$ cat src/rtl/div_seq_ctrl.sv
// div_seq_ctrl: DIV/DIVU sequencer in front of an unsigned multi-cycle divider; owns HI/LO.
// Optional WAIT watchdog enabled by defining DIV_SEQ_TIMEOUT_EN.
module div_seq_ctrl #(
    parameter int TIMEOUT = 64,
    parameter int CNT_W   = 7
) (
    input  logic        clk,
    input  logic        reset_n,
    input  logic        req_valid_i,
    input  logic        req_signed_i,
    input  logic [31:0] req_dividend_i,
    input  logic [31:0] req_divisor_i,
    output logic        busy_o,
    output logic        div_start_o,
    output logic [31:0] div_dividend_o,
    output logic [31:0] div_divisor_o,
    input  logic        div_done_i,
    input  logic [31:0] div_quotient_i,
    input  logic [31:0] div_remainder_i,
    input  logic        wr_hi_i,
    input  logic        wr_lo_i,
    input  logic [31:0] wr_data_i,
    output logic [31:0] hi_o,
    output logic [31:0] lo_o,
    output logic        div_by_zero_o,
    output logic        timeout_err_o
);
    typedef enum logic [2:0] {S_IDLE, S_LAUNCH, S_ARM, S_WAIT, S_FIXUP, S_ZERO} state_e;
    state_e      state_q, state_d;
    logic        qneg_q, qneg_d, rneg_q, rneg_d;
    logic [31:0] a_q, a_d, dvd_q, dvd_d, dvs_q, dvs_d, hi_q, hi_d, lo_q, lo_d;
    logic        sa, sb, tmo;
    assign sa = req_signed_i & req_dividend_i[31];
    assign sb = req_signed_i & req_divisor_i[31];
`ifdef DIV_SEQ_TIMEOUT_EN
    logic [CNT_W-1:0] cnt_q;
    always_ff @(posedge clk or negedge reset_n)
        if (!reset_n) cnt_q <= '0;
        else cnt_q <= (state_q == S_WAIT) ? cnt_q + 1'b1 : '0;
    assign tmo = (state_q == S_WAIT) && !div_done_i && (cnt_q == CNT_W'(TIMEOUT - 1));
`else
    logic unused_cfg;
    assign unused_cfg = ^{TIMEOUT, CNT_W};
    assign tmo = 1'b0;
`endif
    always_comb begin
        state_d = state_q;
        qneg_d  = qneg_q;
        rneg_d  = rneg_q;
        a_d     = a_q;
        dvd_d   = dvd_q;
        dvs_d   = dvs_q;
        hi_d    = hi_q;
        lo_d    = lo_q;
        case (state_q)
            S_IDLE: begin
                hi_d = wr_hi_i ? wr_data_i : hi_q;
                lo_d = wr_lo_i ? wr_data_i : lo_q;
                if (req_valid_i) begin
                    qneg_d  = sa ^ sb;
                    rneg_d  = sa;
                    a_d     = req_dividend_i;
                    dvd_d   = sa ? -req_dividend_i : req_dividend_i;
                    dvs_d   = sb ? -req_divisor_i : req_divisor_i;
                    state_d = (req_divisor_i == '0) ? S_ZERO : S_LAUNCH;
                end
            end
            S_LAUNCH: state_d = S_ARM;
            // done may still be high from the previous division here
            S_ARM:    state_d = S_WAIT;
            S_WAIT:   state_d = div_done_i ? S_FIXUP : (tmo ? S_IDLE : S_WAIT);
            S_FIXUP: begin
                lo_d    = qneg_q ? -div_quotient_i : div_quotient_i;
                hi_d    = rneg_q ? -div_remainder_i : div_remainder_i;
                state_d = S_IDLE;
            end
            S_ZERO: begin
                lo_d    = '1;
                hi_d    = a_q;
                state_d = S_IDLE;
            end
            default: state_d = S_IDLE;
        endcase
    end
    always_ff @(posedge clk or negedge reset_n)
        if (!reset_n) begin
            state_q <= S_IDLE;
            qneg_q  <= 1'b0;
            rneg_q  <= 1'b0;
            a_q     <= '0;
            dvd_q   <= '0;
            dvs_q   <= '0;
            hi_q    <= '0;
            lo_q    <= '0;
        end else begin
            state_q <= state_d;
            qneg_q  <= qneg_d;
            rneg_q  <= rneg_d;
            a_q     <= a_d;
            dvd_q   <= dvd_d;
            dvs_q   <= dvs_d;
            hi_q    <= hi_d;
            lo_q    <= lo_d;
        end
    assign busy_o         = state_q != S_IDLE;
    assign div_start_o    = state_q == S_LAUNCH;
    assign div_dividend_o = dvd_q;
    assign div_divisor_o  = dvs_q;
    assign hi_o           = hi_q;
    assign lo_o           = lo_q;
    assign div_by_zero_o  = state_q == S_ZERO;
    assign timeout_err_o  = tmo;
endmodule

$ cat config.mk
export PLATFORM = sky130hd
export DESIGN_NAME = div_seq_ctrl
export DESIGN_NICKNAME = d
export VERILOG_FILES = /design/src/rtl/div_seq_ctrl.sv
export SDC_FILE = /design/constraint.sdc
export NUM_CORES = 1
export LEC_CHECK = 0
export ABC_CLOCK_PERIOD_IN_PS = 4580
export CELL_PAD_IN_SITES_DETAIL_PLACEMENT = 0
export CELL_PAD_IN_SITES_GLOBAL_PLACEMENT = 1
export CORE_AREA = 2 2 166 168
export CTS_CLUSTER_DIAMETER = 80
export DETAILED_ROUTE_END_ITERATION = 10
export DIE_AREA = 0 0 168 170
export PLACE_DENSITY = 0.89
export SKIP_CTS_REPAIR_TIMING = 1
export SLEW_MARGIN = 10
export SYNTH_ARGS = -nofsm -noshare
export SYNTH_HDL_FRONTEND = slang
export SYNTH_SLANG_ARGS = --single-unit
$ cat constraint.sdc
create_clock -name clk -period 4.58 [get_ports clk]
set_input_delay 1.145 -clock clk [delete_from_list [all_inputs] [get_ports clk]]
set_output_delay 1.145 -clock clk [all_outputs]
set_load 0.01 [all_outputs]
Yosys cells after proc, flatten, opt, wreduce, memory -nomap -nowiden

Index checks and enable logic that the tools add are counted.

Word-level logic and storage cells: 42
Input port bits: 167
Bits in registers: 165
Output and inout port bits: 132

$add $sub $neg: 4
Bitwise operators: 3
Equality and inequality tests: 8
Reductions and logical operators: 7
Multiplexer cells: 12

Operators with widths:

| operator           | count |
|---|---|
| $mux 32            | 6 |
| $pmux 32 s3        | 2 |
| $neg 32->32        | 4 |
| $logic_not 32->1   | 1 |
| $pmux 3 s4         | 1 |
| $mux 3             | 3 |
| $eq 3x2->1 const B | 2 |
| $eq 3x3->1 const B | 2 |
| $ne 2x2->1 const B | 3 |
| $reduce_and 2->1   | 3 |
| $reduce_bool 3->1  | 2 |
| $eq 3x1->1 const B | 1 |
| $logic_not 3->1    | 1 |
| $and 1x1->1        | 2 |
| $xor 1x1->1        | 1 |

Logic depth before layout (Yosys ltp)

Gate-level depths: netlist (run 1).

Depth in word-level cells: 4
Mapped depth: 8
Depth with buffers taken out: 7

Least setup slack after synthesis (run 1)

Ideal clock, no wire load.

Path type: input to register
Start: input div_remainder_i[6]
End: register hi_q[31] (netlist: hi_o[31])
Required time: 4,498 ps
Library setup time: 82 ps
Stages: 8
Path buffers: 3
Arrival: 3,252 ps
Path slack: 1,246 ps
Cell sequence: or4_1 clkbuf_2 or4_1 buf_2 or2_1 buf_2 or3_1 a31oi_1

Longest elaborated chain between the ends: 3

RTL lines:

| item                   | RTL line | RTL |
|---|---|---|
| start: declaration     | 19       | `input logic [31:0] div_remainder_i,` |
| $neg 32->32            | 74       | `hi_d = rneg_q ? -div_remainder_i : div_remainder_i;` |
| $mux 32                | 74       |  |
| $pmux 32 s3            | 55       | `case (state_q)` |
| end signal: assignment | 102      | `hi_q <= hi_d;` |
| end: declaration       | 31       | `logic [31:0] a_q, a_d, dvd_q, dvd_d, dvs_q, dvs_d, hi_q, hi_d, lo_q, lo_d;` |

No other way between the ends.
A chain may end at the register's enable or synchronous reset.

Final worst setup path (run 1)

Start: input div_quotient_i[0]
End: register lo_q[28] (netlist: lo_o[28])

Longest elaborated chain between the ends: 3

RTL lines:

| item                   | RTL line | RTL |
|---|---|---|
| start: declaration     | 18       | `input logic [31:0] div_quotient_i,` |
| $neg 32->32            | 73       | `lo_d = qneg_q ? -div_quotient_i : div_quotient_i;` |
| $mux 32                | 73       |  |
| $pmux 32 s3            | 55       |  |
| end signal: assignment | 103      | `lo_q <= lo_d;` |
| end: declaration       | 31       |  |

No other way between the ends.

==> flow_metrics.py, run 1 <==
metrics = {
    "global_routing": {
        "grt_pass1_vias": 9960,
        "antenna_found_initial": 2,
        "grt_start_max_net_pins": 106,
        "grt_pass1_wl_um": 57700,
        "track_usage_pct": 25.8,
        "gr-total-overflow": 0,
    },
    "logic_synthesis": {
        "synth.area.top_cells": "dfrtp_1 41%, nand2_1 7.6%, o21ai_0 5.3%",
        "synth_top_family_by_area": "simple AND/OR/NAND/NOR gates",
        "netlist_area_um2": 10100,
        "synth_edf_count": 0,
        "yosys.area_share.simple_pct": 22.5,
        "synthesis.instances": 1211,
        "synth_compound_area_share_pct": 22.1,
        "synthAdderAreaFrac_pct": 0.497,
        "ys_warn_count": 0,
        "synth_most_common_cell": "nand2_1",
        "seq_area_frac_synth_pct": 40.8,
        "async_flop_share_pct": 100,
        "synth.area.mux_share_pct": 1.67,
        "yosysUniqueCellTypes": 66,
        "synth_seq_cells": 164,
        "synth_xor_area_share_pct": 7.92,
        "synth.largest_area_cell": "dfrtp_1",
        "synth_common_cells": "204 x nand2_1, 164 x dfrtp_1, 107 x o21ai_0",
        "synthFlopType": "dfrtp_1",
        "syn_nets": 1382,
        "yosysTopAreaCellShare_pct": 40.8,
        "syn_area_per_cell_um2": 8.31,
    },
    "flow_run": {
        "max_cap_violations": 0,
    },
    "layout": {
        "num-nets-final": 1635,
        "drive_gt1_share_pct": 5.69,
        "syn_to_final_growth_pct": 38.5,
    },
    "cts": {
        "clk_pin_slew_ns": 0.07,
        "cts-root-buf": "clkbuf_16",
        "cts_tree": "built",
        "htreeDepth": 4,
        "clk_path_buf_depth": 2,
        "insertion_delay_ns": 0.44,
        "clock_sinks": 164,
        "numCtsBuffers": 17,
    },
    "place": {
        "place_worst_setup_slack_ns": 0.511,
        "hpwl_um": 27200,
        "gp_congestion": 0.954,
        "portBuffers": 297,
    },
    "sta": {
        "fin_crit_ns": 3.76,
        "fin_setup_tns_ns": 0,
        "tightestPinTransition_ns": 1.13,
        "clock.fmax_ghz": 0.266,
        "final-setup-viol-count": 0,
        "slew_violations": 0,
        "skew_ns": 0.0153,
        "final.setup.worst_slack_ns": 0.825,
        "rsz0062_at_grt": "no",
        "fin_crit_sh_pct": 82.0,
        "hold_viol_final": 0,
        "slew_headroom_pct": 24.6,
    },
    "critical_path": {
        "critPathMaxStageDelay_ns": 0.67,
        "critPathCaptureType": "flop",
        "start_kind": "primary input",
        "worst-setup-path-type": "primary input to flop",
        "cp.arrival_ns": 4.10,
        "worstPathCellList": "clkdlybuf4s50_1 > inv_1 > ha_1 > nor4b_1 > nand4_1 > or3_1 > or3_1 > a211oi_1",
        "cp_max_fo": 8,
        "cp.required_ns": 4.92,
        "slowest_stage": "nor4b_1",
        "cpMostUsedCell": "or3_1",
    },
    "routing": {
        "postRouteAntennaNets": 0,
        "drt-wirelength-per-cell_um": 20.4,
        "first_pass_iters": 7,
        "viasPerCell": 5.73,
        "routed-via-count": 10400,
        "drcViolationCount": 0,
        "wirelength_um": 37000,
        "first_iter_violations": 1099,
    },
    "power_and_ir_drop": {
        "powerDensity_nw_per_um2": 559,
        "finalPower_w": 0.00779,
        "p_leak_nw": 5.42,
        "irDropWorstVdd_v": 0.000235,
    },
    "die": {
        "initial_core_util_pct": 37.8,
        "die_h_um": 170,
        "dieArea_um2": 28600,
        "ios": 299,
        "fp.coreArea_um2": 26700,
        "die_w_um": 168,
        "num_rows": 60,
    },
    "hold_path": {
        "hold_path_class": "flop to flop",
    },
    "outcome": {
        "status": "finished clean",
    },
}
-- kinds of logic (layout without fill, tap and decap cells) --
group / after synthesis / after routing
DFF: 164 / 164
xor gates and xnor gates: 91 / 91
adders and majority gates: 4 / 4
muxes: 16 / 16
AOI/OAI and AO/OA: 345 / 345
and+or+nand+nor: 474 / 474
buffers and inverters: 116 / 382
other: 1 / 3
-- where the power goes --
| part | leakage [nW] | switching, W | internal [W] |
|---|---|---|---|
| Sequential | 1.99 | 0.000523 | 0.00212 |
| Combinational | 3.14 | 0.00187 | 0.00181 |
| Clock | 0.285 | 0.000687 | 0.000779 |
-- worst paths after layout --
check	slack, ns	to	cells past startpoint	start
setup reg to reg	1.65	div_divisor_o[17]$_DFFE_PN0P_	5	state_q[0]$_DFFE_PN0P_
hold reg to reg	0.48	a_q[31]$_DFFE_PN0P_	2	a_q[31]$_DFFE_PN0P_
min in group asynchronous	0.81	lo_o[23]$_DFFE_PN0P_	1	reset_n
setup / recovery	0.82	lo_o[28]$_DFFE_PN0P_	8	div_quotient_i[0]
hold / removal	0.48	a_q[31]$_DFFE_PN0P_	2	a_q[31]$_DFFE_PN0P_
max in group asynchronous	2.87	hi_o[17]$_DFFE_PN0P_	2	reset_n
-- metal layers --
layer	routed length, µm	track usage [%]	vias to the layer above	share of wire [%]
met5	0	0	-	0
met4	1000	8.24	0	2.7
met3	3360	6.02	69	9.1
met2	16400	39.7	533	44
met1	16300	35.8	4907	44
li1	-	-	4919	-
-- per-stage QoR --
| stage | std cells | utilization (%) | hold slack (ns) | area, µm² |
|---|---|---|---|---|
| after detailed placement | 1786 | 50.1 | 0.463 | 13300 |
| after floorplan | 1211 | - | 0.437 | 10100 |
| after global routing | 1818 | 52.3 | 0.506 | 13900 |
| final | 1820 | 52.3 | 0.477 | 13900 |
| after global placement | 1786 | 50.1 | 0.453 | 13300 |
| after CTS | 1818 | 52.3 | 0.479 | 13900 |
-- sequential cells by signal, indices dropped and copies added, names as in the netlist --
name and count:
lo_o 32, qneg_q 1, rneg_q 1, div_dividend_o 31, state_q 3, a_q 32, div_divisor_o 32, hi_o 32
-- placed cells by master (no fill, tap or decap), types with 31 or more instances in the layout --
| master | n |
|---|---|
| xnor2_1 | 54 |
| dfrtp_1 | 164 |
| clkdlybuf4s50_1 | 296 |
| o22ai_1 | 31 |
| xor2_1 | 37 |
| o21ai_0 | 105 |
| nor2_1 | 91 |
| a21oi_1 | 57 |
| nand2_1 | 203 |
-- worst max-delay path: cells and delay by family --
kind	cells	cell delay, ns
simple gates	4	2.00
buf+inv	2	0.53
compound gates	1	0.23
fa+ha+maj	1	0.19
-- cell type report --
cell class,instances,area [µm²]
fill,2506,12700
multi-input combinational,931,5530
sequential,164,4100
timing repair buffer,323,3180
clock buffer,18,429
tap,341,427
clock inverter,14,163
inverter,27,101
antenna,2,5.00
Note: power is estimated with default switching activity, not from simulation.
==> run 2, diff against run 1 <==
ABC_CLOCK_PERIOD_IN_PS = 3200   (was 4580)
CORE_AREA = 2 2 181 183   (was 2 2 166 168)
DIE_AREA = 0 0 183 185   (was 0 0 168 170)
PLACE_DENSITY = 0.79   (was 0.89)
clock period = 3.2 ns   (was 4.58 ns; I/O delays follow)
==> run 2 against run 1 <==
Design area grew 5.1%. Combinational power increased by 46%. Highest routed layer is now met5. Critical endpoint is now hi_o[25]$_DFFE_PN0P_. Non-clock buffer count grew 78.
==> flow_metrics.py, run 2 (synthesized netlist as in run 1, its figures left out) <==
metrics = {
    "critical_path": {
        "worst-setup-path-type": "primary input to flop",
        "rr_startpoint": "state_q[2]$_DFFE_PN0P_",
        "cp_num_cells": 7,
        "reg2reg_to": "lo_o[28]$_DFFE_PN0P_",
        "cp_num_buf_inv": 2,
        "cp.required_ns": 3.48,
        "r2r_cells": 5,
        "critPathCaptureType": "flop",
        "critPathMaxStageDelay_ns": 0.63,
        "worstPathCellList": "clkdlybuf4s50_1 > or4_1 > or4_1 > buf_4 > nor4_1 > mux2i_1 > o21ai_0",
        "cpMostUsedCell": "or4_1",
        "cp-startpoint": "div_remainder_i[6]",
        "worstSetupEndpoint": "hi_o[25]$_DFFE_PN0P_",
        "slowest_stage": "or4_1",
        "cp_max_fo": 4,
        "rrSetupSlack_ns": 0.73,
        "start_kind": "primary input",
        "path_delay_family": "simple AND/OR/NAND/NOR gates",
        "cp.arrival_ns": 3.22,
    },
    "cts": {
        "numCtsBuffers": 17,
        "clk_path_buf_depth": 2,
        "cts_tree": "built",
        "clk_pin_slew_ns": 0.07,
        "clock_sinks": 164,
        "insertion_delay_ns": 0.43,
        "htreeDepth": 4,
        "cts-root-buf": "clkbuf_16",
    },
    "die": {
        "fp.coreArea_um2": 32000,
        "num_rows": 66,
        "die_h_um": 185,
        "die_w_um": 183,
        "dieArea_um2": 33900,
        "initial_core_util_pct": 31.4,
        "ios": 299,
    },
    "sta": {
        "hold_viol_final": 0,
        "fin_setup_tns_ns": 0,
        "slew_violations": 0,
        "clock.fmax_ghz": 0.340,
        "whs_ns": 0.331,
        "final-setup-viol-count": 0,
        "fin_crit_sh_pct": 91.9,
        "fin_crit_ns": 2.94,
        "slew_headroom_pct": 34.9,
        "rsz0062_at_grt": "no",
        "skew_ns": 0.00833,
        "tightestPinTransition_ns": 0.976,
    },
    "layout": {
        "fin_util_pct": 45.7,
        "drive_gt1_share_pct": 10.4,
        "diodes": 0,
        "fillers": 3157,
        "mostFrequentLayoutCells": "296 x clkdlybuf4s50_1, 203 x nand2_1, 164 x dfrtp_1",
        "num-nets-final": 1713,
        "final_common_cell": "clkdlybuf4s50_1",
        "syn_to_final_growth_pct": 45.6,
    },
    "global_routing": {
        "grt_pass1_wl_um": 60400,
        "grt_pass1_vias": 10400,
        "track_usage_pct": 23.0,
        "gr-total-overflow": 0,
        "grt_start_max_net_pins": 91,
        "antenna_found_initial": 1,
    },
    "place": {
        "hpwl_um": 29300,
        "portBuffers": 297,
        "gp_congestion": 0.928,
    },
    "power_and_ir_drop": {
        "p_leak_nw": 5.79,
        "irDropWorstVdd_v": 0.000383,
        "finalPower_w": 0.0113,
        "powerDensity_nw_per_um2": 772,
    },
    "routing": {
        "drt-wirelength-per-cell_um": 19.8,
        "first_pass_iters": 5,
        "viasPerCell": 5.40,
        "wirelength_um": 39000,
        "postRouteAntennaNets": 0,
        "drcViolationCount": 0,
        "first_iter_violations": 796,
        "routed-via-count": 10600,
    },
    "hold_path": {
        "hold_path_class": "primary input to async pin",
    },
    "flow_run": {
        "max_cap_violations": 0,
    },
    "outcome": {
        "status": "finished clean",
    },
}
[run 2: changes by cell type in the layout (fill, tap and decap cells not counted), sizes merged]
cell	change
clkinvlp	+5
clkinv	-3
buf	+78
clkbuf	+4
diode	-2
inv	-7
bufinv	+1
[run 2: metal layers]
layer,vias up,part of all wire (%),track usage (%)
met5,-,0.031,0
met4,2,2.7,7.65
met3,51,6.5,4.56
met2,386,45,36.2
met1,5102,46,31.6
li1,5066,-,-
[run 2: worst min path at each step]
| stage | from | end | slack, ns | cells past startpoint |
|---|---|---|---|---|
| 2_1_floorplan | a_q[23]$_DFFE_PN0P_ | a_q[23]$_DFFE_PN0P_ | 0.44 | 2 |
| 3_3_place_gp | a_q[23]$_DFFE_PN0P_ | a_q[23]$_DFFE_PN0P_ | 0.46 | 2 |
| 3_5_place_dp | a_q[14]$_DFFE_PN0P_ | a_q[14]$_DFFE_PN0P_ | 0.47 | 2 |
| 4_1_cts | reset_n | div_divisor_o[5]$_DFFE_PN0P_ | 0.34 | 1 |
| 5_1_grt | reset_n | div_divisor_o[9]$_DFFE_PN0P_ | 0.35 | 1 |
| 6_report | reset_n | div_divisor_o[9]$_DFFE_PN0P_ | 0.33 | 1 |
[run 2: report_power, final]
| group | internal (W) | total [W] | switching, W | leakage (nW) |
|---|---|---|---|---|
| clock network | 0.00124 | 0.00214 | 0.000903 | 0.273 |
| registers | 0.00304 | 0.00379 | 0.000752 | 1.99 |
| logic | 0.00269 | 0.00539 | 0.00270 | 3.53 |
[run 2: layout make-up]
cell class | instances | area, µm² | area share (%)
inverter | 27 | 101 | 0.692
sequential | 164 | 4100 | 28.0
timing repair buffer | 401 | 3800 | 26.0
clock inverter | 10 | 121 | 0.828
tap | 408 | 510 | 3.48
multi-input combinational | 931 | 5530 | 37.7
clock buffer | 22 | 484 | 3.30
[run 2: metrics by stage]
stage	worst slack, ns	cells	instance area (µm²)
6_report	0.258	1963	14700
3_3_place_gp	-0.137	1931	14000
2_1_floorplan	0.211	1211	10100
5_1_grt	0.174	1963	14700
3_5_place_dp	-0.143	1931	14000
4_1_cts	0.305	1963	14700
